===== config.mk =====
export PLATFORM = sky130hd
export DESIGN_NAME = split_constraint_pipe
export DESIGN_NICKNAME = d
export VERILOG_FILES = /design/src/rtl/split_constraint_pipe.sv
export SDC_FILE = /design/constraint.sdc
export NUM_CORES = 1
export LEC_CHECK = 0
export CORE_UTILIZATION = 44
export CTS_BUF_LIST = sky130_fd_sc_hd__clkbuf_8
export CTS_CLUSTER_SIZE = 40
export DETAILED_ROUTE_END_ITERATION = 10
export PLACE_DENSITY = 0.84
export SLEW_MARGIN = 20
export SYNTH_ARGS = -nofsm -noshare
export SYNTH_HDL_FRONTEND = slang
export SYNTH_SLANG_ARGS = --single-unit

===== constraint.sdc =====
create_clock -name clk -period 2.1 [get_ports clk]
set_input_delay 0.42 -clock clk [delete_from_list [all_inputs] [get_ports clk]]
set_output_delay 0.42 -clock clk [all_outputs]
set_load 0.005 [all_outputs]

===== src/rtl/split_constraint_pipe.sv =====
// Two-stage pipelined split constraint evaluator with a valid/ready stream,
// saturating pass/fail counters and capture of the first passing candidate.
module split_constraint_pipe #(
  parameter int A_W   = 13,
  parameter int B_W   = 7,
  parameter int SHIFT = 1,
  parameter int CNT_W = 16
) (
  input  logic             clk,
  input  logic             rst_n,
  input  logic             in_valid,
  output logic             in_ready,
  input  logic [A_W-1:0]   in_a,
  input  logic [B_W-1:0]   in_b,
  input  logic [1:0]       in_mask,
  output logic             out_valid,
  input  logic             out_ready,
  output logic             out_x,
  output logic [1:0]       out_flags,
  input  logic             clr,
  output logic [CNT_W-1:0] pass_cnt,
  output logic [CNT_W-1:0] fail_cnt,
  output logic             first_vld,
  output logic [A_W-1:0]   first_a,
  output logic [B_W-1:0]   first_b
);

  logic           s1_valid;
  logic [A_W-1:0] s1_a;
  logic [B_W-1:0] s1_b;
  logic [1:0]     s1_mask;
  logic [A_W-1:0] s2_a;
  logic [B_W-1:0] s2_b;

  logic           adv2;
  logic           in_fire;
  logic           out_fire;
  logic [A_W-1:0] n;
  logic [A_W-1:0] n_shl;
  logic [A_W-1:0] n_diff;
  logic           shift_nz;
  logic           diff_nz;
  logic           x_next;

  assign adv2     = ~out_valid | out_ready;
  assign in_ready = ~s1_valid | adv2;
  assign in_fire  = in_valid & in_ready;
  assign out_fire = out_valid & out_ready;

  // Constraint evaluation on the S1 candidate, all arithmetic modulo 2^A_W.
  always_comb begin
    n        = ~s1_a;
    n_shl    = n << SHIFT;
    n_diff   = n - A_W'(s1_b);
    shift_nz = |n_shl;
    diff_nz  = |n_diff;
    x_next   = (~s1_mask[0] | shift_nz) & (~s1_mask[1] | diff_nz);
  end

  always_ff @(posedge clk or negedge rst_n) begin
    if (!rst_n) begin
      s1_valid <= 1'b0;
      s1_a     <= '0;
      s1_b     <= '0;
      s1_mask  <= '0;
    end else if (in_fire) begin
      s1_valid <= 1'b1;
      s1_a     <= in_a;
      s1_b     <= in_b;
      s1_mask  <= in_mask;
    end else if (adv2) begin
      s1_valid <= 1'b0;
    end
  end

  // S2 only moves when the verdict slot is free or being consumed, so the
  // outputs hold steady under back-pressure.
  always_ff @(posedge clk or negedge rst_n) begin
    if (!rst_n) begin
      out_valid <= 1'b0;
      out_x     <= 1'b0;
      out_flags <= '0;
      s2_a      <= '0;
      s2_b      <= '0;
    end else if (adv2) begin
      out_valid <= s1_valid;
      if (s1_valid) begin
        out_x     <= x_next;
        out_flags <= {diff_nz, shift_nz};
        s2_a      <= s1_a;
        s2_b      <= s1_b;
      end
    end
  end

  always_ff @(posedge clk or negedge rst_n) begin
    if (!rst_n) begin
      pass_cnt  <= '0;
      fail_cnt  <= '0;
      first_vld <= 1'b0;
      first_a   <= '0;
      first_b   <= '0;
    end else if (clr) begin
      pass_cnt  <= '0;
      fail_cnt  <= '0;
      first_vld <= 1'b0;
    end else if (out_fire) begin
      if (out_x) begin
        if (pass_cnt != '1) pass_cnt <= pass_cnt + CNT_W'(1);
        if (!first_vld) begin
          first_vld <= 1'b1;
          first_a   <= s2_a;
          first_b   <= s2_b;
        end
      end else begin
        if (fail_cnt != '1) fail_cnt <= fail_cnt + CNT_W'(1);
      end
    end
  end

endmodule


## After elaboration in Yosys (flattened, before gate mapping)

Index checks and enable logic that the tools add are counted.

- Bits in registers: 100
- Input bits: 27
- Output and inout bits: 58
- Logic and storage cells: 59

- Add/subtract/negate cells: 3
- Equality and inequality tests: 3
- Multiplexer cells: 13
- Bitwise operators: 14
- Reduce and logical (&&, ||, !) cells: 12

Operators with widths:

| kind | count |
|---|---|
| $mux 16 | 8 |
| $add 16x1->16 const B | 2 |
| $ne 16x16->1 const B | 2 |
| $not 13->13 | 1 |
| $reduce_or 13->1 | 1 |
| $sub 13x7->13 | 1 |
| $reduce_or 12->1 | 1 |
| $reduce_bool 2->1 | 5 |
| $not 1->1 | 6 |
| $reduce_and 3->1 | 2 |
| $mux 1 | 5 |
| $or 1x1->1 | 4 |
| $reduce_and 2->1 | 2 |
| $reduce_and 4->1 | 1 |
| $and 1x1->1 | 3 |
| $ne 2x1->1 const B | 1 |

## Depth between registers and ports, before layout

Gate-level depths: netlist of run 1.

- Depth after elaboration: 5
- Depth in mapped cells: 9
- Depth with buffers taken out: 8

## Worst setup path after synthesis of run 1

No wires, ideal clock.

- Kind: register to register
- Start point: register s1_a[3]
- End point: register out_x
- Library setup time: 0.138 ns
- Data arrival time: 1.815 ns
- Required time: 1.962 ns
- Slack: 0.147 ns
- Stages on the path, launching flop included: 10
- Path buffers: 1
- Period minus slack after synthesis: 1.953 ns
- Cells stage by stage: dfrtp_1 -> inv_1 -> ha_1 -> clkbuf_1 -> and4_1 -> o21ai_0 -> a31oi_1 -> o22ai_1 -> nor4_1 -> a31oi_1

- Longest elaborated chain between the ends: 5
- Elaborated cells between the ends (all ways): 7
- Classes of those cells: 1 x add/sub; 4 x bitwise; 2 x reduce/logical

RTL lines:

| item | line | RTL |
|---|---|---|
| start, declared | 29 | `logic [A_W-1:0] s1_a;` |
| start signal, assigned | 68 | `s1_a <= in_a;` |
| $not 13->13 (*) | 52 | `n = ~s1_a;` |
| $sub 13x7->13 | 54 | `n_diff = n - A_W'(s1_b);` |
| $reduce_or 13->1 | 56 | `diff_nz = \|n_diff;` |
| $or 1x1->1 | 57 | `x_next = (~s1_mask[0] \| shift_nz) & (~s1_mask[1] \| diff_nz);` |
| $and 1x1->1 (*) | 57 |  |
| end signal, assigned | 88 | `out_x <= x_next;` |
| end, declared | 18 | `output logic out_x,` |

Every way passes the cells marked *; elsewhere a longest branch is shown, timed or not.
A chain may end at the register's enable or synchronous reset.

## Final worst setup path of run 1

- Start point: register s1_a[1]
- End point: register out_x

Same word-level chain as after synthesis.

==> qor.csv, run 1 <==
stage,metric,value,unit
run_status,run_status,completed,
sta,clock-skew-final,0.00878,ns
cells_and_area,final_core_util,0.623,
route,drt-vias-per-instance,5.25,
route,drt_wl_total,10100,um
sta,worst_slew_pin_slew,0.481,ns
floorplan,boundaryPins,85,
floorplan,dieWidth,103,um
synth,netlist_instances,411,
synth,postSynthNetCount,447,
critical_path,rr_endpoint,out_x$_DFFE_PN0P_,
job,maxCapViolCount,0,
sta,finalSetupViolCount,0,
floorplan,core-area,9860,um^2
critical_path,cpPeakStageDelay,0.41,ns
placement,place.gp.congestion,0.856,
synth,ys.warnings.count,0,
sta,finalCritPeriodShare,0.963,
synth,ys_top_cells_by_area,"dfrtp_1 55%, mux2_2 10%, nand2_1 4.1%, xor2_1 3.7%, nor2_1 2.9%",
pwr,finalPower,5.21,mW
clock_tree,cts_sinks,100,
sta,final.setup.tns,0,ns
synth,async_reset_ff_frac,1.00,
floorplan,die_height,103,um
synth,netlist-cell-type-count,40,
sta,hold-worst-slack,0.424,ns
critical_path,critical_path_peak_fanout,3,
clock_tree,clock_latency_of_the_later_clocked_register_in_the_worst_skew_pair,0.37,ns
floorplan,initial_core_util,0.459,
route,drt.antenna.violating_nets,0,
synth,synth_top_area_share,0.553,
placement,port-buffer-count,84,
placement,placement.cell_area,5740,um^2
critical_path,critPathKind,reg2reg,
sta,timing.final.crit_period,2.02,ns
sta,rsz0062_at_grt,true,
grt,gr-usage-all-layers,0.201,
clock_tree,cts_made_buffers,9,
cells_and_area,stdcell_area,6150,um^2
grt,largest_net_degree_at_the_start_of_global_routing,53,
route,avgRoutedWirePerCell,15.2,um
placement,detail_placement_hpwl,7310,um
critical_path,worst_reg2reg_startpoint,s1_a[1]$_DFFE_PN0P_,
clock_tree,cts_root_buf,clkbuf_8,
grt,antenna_found_initial,0,
grt,first_global_vias,3403,
cells_and_area,synthToLayoutAreaGrowth,35.8,%
cells_and_area,finalNetCount,562,
synth,synth_sequential_area_ratio,0.553,
synth,yosysMostFrequentCell,dfrtp_1,
synth,post_synth_edffs,0,
synth,synth.cell_area,4520,um^2
route,drcViolationCount,0,
route,vias,3488,
synth,post_syn_area_per_cell,11.0,um^2
clock_tree,tritoncts_clock_tree,done,
sta,timing_max_transition_violations_final,0,
grt,grt.overflow.total,0,
critical_path,critPathCaptureType,flip-flop,
cells_and_area,final_layout_size_suffix_gt1_frac,0.228,
grt,grt_first_pass_wirelength,16200,um
critical_path,reg2reg_depth,9,
pwr,power-per-cell-area,848,nW/um^2
pwr,power.leakage,2.67,nW
critical_path,cpMaxStageDelayCell,dfrtp_1,
clock_tree,cts_max_level,3,
critical_path,cp.required,2.34,ns
floorplan,row_count,36,
hold_path,hold_path.class,in2async,
sta,finalHoldViolations,0,
clock_tree,worst_setup_hold_path_clk_slew,0.09,ns
sta,maxClockFrequency,495,MHz
synth,synth-seq-cells,100,
critical_path,reg2reg_slack,0.08,ns
synth,synth_area_leader_cell,dfrtp_1,
synth,synthFlopType,dfrtp_1,
route,drt_iter0_markers,108,
floorplan,floorplan.die_area,10700,um^2
sta,timing.max_slew.rel_slack,0.679,
critical_path,startpoint_type,flip-flop,
clock_tree,cts_buffer_depth,2,
cells_and_area,n_antenna_cell,0,
pwr,peakVddDrop,0.483,mV
route,drt_pre_antenna_iters,4,
synth,yosys-top-cells-count,"100 x dfrtp_1, 49 x nand2_1, 42 x mux2_2",
critical_path,crit_chain,inv_2 -> ha_4 -> nor2b_4 -> o2111a_1 -> nor4_2 -> o22ai_1 -> nor4_1 -> buf_4 -> a31oi_1,
critical_path,timing.critical_path.arrival,2.26,ns
power breakdown:
| part | total (mW) | internal, mW | switching [mW] |
|---|---|---|---|
| combinational | 1.39 | 0.839 | 0.554 |
| clock | 1.40 | 0.738 | 0.665 |
| sequential | 2.42 | 2.23 | 0.183 |
| total | 5.21 | 3.81 | 1.40 |
state kept, by name (all words and copies together) (netlist names):
register and cells:
s2_a 13, s1_a 13, out_x 1, out_valid 1, first_a 13, first_vld 1
first_b 7, s1_b 7, s1_mask 2, s2_b 7, fail_cnt 16, out_flags 2
pass_cnt 16, s1_valid 1
worst max-delay path by stage:
stage | start | endpoint | depth (start not counted)
4_1_cts | s1_a[1]$_DFFE_PN0P_ | out_flags[1]$_DFFE_PN0P_ | 9
3_5_place_dp | out_ready | pass_cnt[15]$_DFFE_PN0P_ | 7
6_report | s1_a[1]$_DFFE_PN0P_ | out_x$_DFFE_PN0P_ | 9
2_1_floorplan | s1_a[3]$_DFFE_PN0P_ | out_x$_DFFE_PN0P_ | 9
3_3_place_gp | s1_a[3]$_DFFE_PN0P_ | out_x$_DFFE_PN0P_ | 9
5_1_grt | s1_a[5]$_DFFE_PN0P_ | out_x$_DFFE_PN0P_ | 9
layer usage:
| metal | share of wire | track usage | vias to the layer above |
|---|---|---|---|
| met4 | 0.021 | 0.0953 | 0 |
| met3 | 0.040 | 0.0296 | 19 |
| li1 | - | - | 1652 |
| met5 | 0 | 0 | - |
| met2 | 0.51 | 0.332 | 111 |
| met1 | 0.43 | 0.261 | 1706 |
layout by cell type, fill, tap and decap left out, drive strengths merged, types with 5 or more instances in the layout:
cell type / n
a21oi: 11
and3: 8
and4: 7
buf: 35
clkbuf: 11
clkdlybuf4s50: 82
dfrtp: 100
ha: 9
inv: 14
mux2: 42
nand2: 50
nand3: 20
nand4: 8
nor2: 35
nor3: 5
o21ai: 20
xnor2: 13
xor2: 19
critical path, delay by kind of cell (launching register included):
kind                     cells  cell delay (ns)
AO/OA/AOI/OAI                3             0.45
adder cells (fa/ha/maj)      1             0.21
buffers and inverters        2             0.26
flip-flops                   1             0.41
AND/OR/NAND/NOR              3             0.55
layout make-up:
cell class | count | area [um^2]
clock buffer | 11 | 151
clock inverter | 5 | 83.8
fill | 765 | 3720
inverter | 14 | 52.6
multi-input combinational | 282 | 2030
sequential | 100 | 2500
tap | 133 | 166
timing repair buffer | 119 | 1160
cells by family (layout without fill, tap and decap cells):
family | Yosys count | after routing | synth area share
xor+xnor | 32 | 32 | 0.0619
fa+ha+maj | 9 | 9 | 0.0249
simple gates | 154 | 154 | 0.166
buf+inv | 29 | 149 | 0.0257
compound gates | 43 | 43 | 0.0589
mux | 44 | 44 | 0.109
flops | 100 | 100 | 0.553
metrics by stage:
stage	worst slack, ns	std cells
after global placement	-0.0344	643
after global routing	-0.00632	664
after CTS	0.0202	660
after detailed placement	-0.0520	643
after floorplan	0.147	411
final	0.0785	664
timing repair:
item,in CTS,in global routing
setup endpoints to repair,2,3
pin swaps,3,2
hold buffers,1,0
hold endpoints to repair,9,0
gates cloned,0,0
setup buffers,0,4
gates resized for setup,5,23
(Power assumes the default switching activity.)
==> run 2, diff against run 1 <==
CORE_MARGIN = 3   (was unset)
==> qor.csv, run 2 (synthesized netlist as in run 1, its figures left out) <==
stage,metric,value,unit,change
critical_path,timing.critical_path.to,out_x$_DFFE_PN0P_,,
grt,first_global_vias,3677,,+8.1%
sta,finalHoldViolations,0,,unchanged
grt,grt_first_pass_wirelength,17500,um,+8.3%
floorplan,row_count,36,,unchanged
floorplan,floorplan.die_area,11500,um^2,+7.9%
floorplan,initial_core_util,0.459,,unchanged
clock_tree,cts_max_level,3,,unchanged
sta,timing_max_transition_violations_final,0,,unchanged
clock_tree,cts_made_buffers,9,,unchanged
hold_path,hold_path.class,in2async,,
critical_path,timing.critical_path.max_delay_family,simple AND/OR/NAND/NOR gates,,
route,drt_pre_antenna_iters,4,,unchanged
placement,placement.cell_area,5760,um^2,+0.39%
critical_path,startpoint_type,flip-flop,,
pwr,peakVddDrop,0.577,mV,+19%
cells_and_area,layout.cells.most_common,dfrtp_1,,
cells_and_area,stdcell_area,6080,um^2,-1.1%
cells_and_area,final.fill_count,769,,+0.52%
cells_and_area,n_antenna_cell,0,,unchanged
pwr,finalPower,4.96,mW,-4.9%
critical_path,critical_path_peak_fanout,3,,unchanged
floorplan,dieWidth,107,um,+3.9%
critical_path,critical_path.startpoint,s1_b[1]$_DFFE_PN0P_,,
clock_tree,cts_root_buf,clkbuf_8,,
placement,port-buffer-count,84,,unchanged
sta,worst_slew_pin_slew,0.457,ns,-0.0243 ns
critical_path,crit_path_frequent_cell,nor4_2,,
placement,detail_placement_hpwl,7500,um,+2.6%
placement,place_inst,646,,+0.47%
critical_path,cpMaxStageDelayCell,dfrtp_1,,
critical_path,timing.critical_path.buf_inv,2,,unchanged
grt,gr-usage-all-layers,0.189,,-0.0116
critical_path,cpPeakStageDelay,0.39,ns,-0.02 ns
route,drt.antenna.violating_nets,0,,unchanged
job,maxCapViolCount,0,,unchanged
clock_tree,clock_latency_of_the_later_clocked_register_in_the_worst_skew_pair,0.37,ns,about the same
cells_and_area,layout_top_registers,"fail_cnt x16, pass_cnt x16",,
critical_path,rr_endpoint,out_x$_DFFE_PN0P_,,
run_status,run_status,completed,,
route,avgRoutedWirePerCell,15.6,um,+2.5%
sta,finalSetupViolCount,0,,unchanged
critical_path,cp.required,2.34,ns,about the same
pwr,power.leakage,2.66,nW,-0.23%
sta,maxClockFrequency,488,MHz,-1.3%
sta,rsz0062_at_grt,true,,
critical_path,crit_chain,inv_1 -> ha_4 -> nor2b_2 -> o2111a_1 -> nor4_2 -> o22ai_2 -> nor4_2 -> buf_4 -> a31oi_1,,
cells_and_area,layout.cells.non_filler,665,,+0.15%
clock_tree,cts_buffer_depth,2,,unchanged
sta,setup_ws,0.0518,ns,-0.0267 ns
floorplan,boundaryPins,85,,unchanged
grt,grt.overflow.total,0,,unchanged
route,vias,3457,,-0.89%
placement,placement.setup.worst_slack,-0.0375,ns,+0.0145 ns
cells_and_area,finalNetCount,563,,+0.18%
grt,largest_net_degree_at_the_start_of_global_routing,51,,-3.8%
critical_path,timing.critical_path.arrival,2.29,ns,+0.03 ns
critical_path,worst_reg2reg_startpoint,s1_b[1]$_DFFE_PN0P_,,
sta,finalCritPeriodShare,0.975,,+0.0127
cells_and_area,final_layout_size_suffix_gt1_frac,0.220,,-0.00795
critical_path,reg2reg_slack,0.05,ns,-0.03 ns
sta,timing.max_slew.rel_slack,0.693,,+0.0134
placement,place.gp.congestion,0.881,,+2.9%
route,drt_wl_total,10400,um,+2.6%
route,drt_iter0_markers,132,,+22%
pwr,power-per-cell-area,816,nW/um^2,-3.8%
route,drt-vias-per-instance,5.20,,-1.0%
grt,antenna_found_initial,0,,unchanged
sta,clock-skew-final,0.0105,ns,+0.00171 ns
clock_tree,tritoncts_clock_tree,done,,
critical_path,levels_on_crit_path,9,,unchanged
critical_path,critPathKind,reg2reg,,
cells_and_area,commonest_non_fill_non_tap_cells_in_the_layout,"100 x dfrtp_1, 82 x clkdlybuf4s50_1, 49 x nand2_1, 42 x mux2_2, 34 x nor2_1",,
route,drcViolationCount,0,,unchanged
critical_path,reg2reg_depth,9,,unchanged
sta,timing.final.crit_period,2.05,ns,+0.0267 ns
floorplan,die_height,107,um,+3.9%
clock_tree,cts_sinks,100,,unchanged
critical_path,critPathCaptureType,flip-flop,,
floorplan,core-area,9860,um^2,unchanged
clock_tree,worst_setup_hold_path_clk_slew,0.10,ns,about the same
cells_and_area,synthToLayoutAreaGrowth,34.3,%,
[run 2: cell count changes in the layout (fill, tap and decap cells not counted), moves of 2 or more]
cell and delta:
ha_1 +2, bufinv_16 -2, clkinv_2 +2, ha_4 -2
inv_6 +2, inv_2 -5, inv_1 +5
[run 2: worst reg2reg max path: stages, from the launching register on]
cell and delay, ns:
dfrtp_1 0.39, inv_1 0.11, ha_4 0.22, nor2b_2 0.16, o2111a_1 0.26, nor4_2 0.20, o22ai_2 0.13, nor4_2 0.22
buf_4 0.15, a31oi_1 0.07
[run 2: through the flow]
| step | utilization | setup TNS [ns] | hold slack [ns] |
|---|---|---|---|
| after floorplan | - | 0 | 0.124 |
| after global placement | 0.584 | -0.0671 | 0.286 |
| after detailed placement | 0.584 | -0.0467 | 0.292 |
| after CTS | 0.606 | 0 | 0.423 |
| after global routing | 0.616 | -0.0996 | 0.447 |
| final | 0.616 | 0 | 0.437 |
[run 2: repair_timing]
item                       CTS  global route
resized for setup            2            20
hold buffers                 1             0
setup endpoints to repair    2             3
pin swaps                    1             2
setup buffers                0             2
hold endpoints to repair    14             0
[run 2: worst min-delay path by stage]
stage	cells after the start	end	slack, ns	start
after CTS	2	s2_a[0]$_DFFE_PN0P_	0.42	rst_n
after global placement	1	first_b[3]$_DFFE_PN0P_	0.29	rst_n
final	2	s1_b[4]$_DFFE_PN0P_	0.44	rst_n
after detailed placement	1	first_b[3]$_DFFE_PN0P_	0.29	rst_n
after floorplan	0	fail_cnt[0]$_DFFE_PN0P_	0.12	rst_n
after global routing	2	s2_a[0]$_DFFE_PN0P_	0.45	rst_n
[run 2: cell type report]
class                      count  area [um^2]  share of cell area
timing repair buffer         120         1160               0.192
clock inverter                 6         46.3             0.00762
multi-input combinational    282         2010               0.330
clock buffer                  10          138              0.0227
sequential                   100         2500               0.412
tap                          133          166              0.0274
inverter                      14         52.6             0.00865
[run 2: per-layer routing]
layer,vias up,global-route usage,wire [um]
li1,1647,-,-
met1,1700,0.242,4410
met2,91,0.325,5290
met3,19,0.0294,474
met4,0,0.0685,187
met5,-,0,0
[run 2: where the power goes]
group          total, mW  switching (mW)  internal, mW
logic               1.37           0.551         0.823
registers           2.42           0.184          2.23
clock network       1.17           0.692         0.476
total               4.96            1.43          3.53
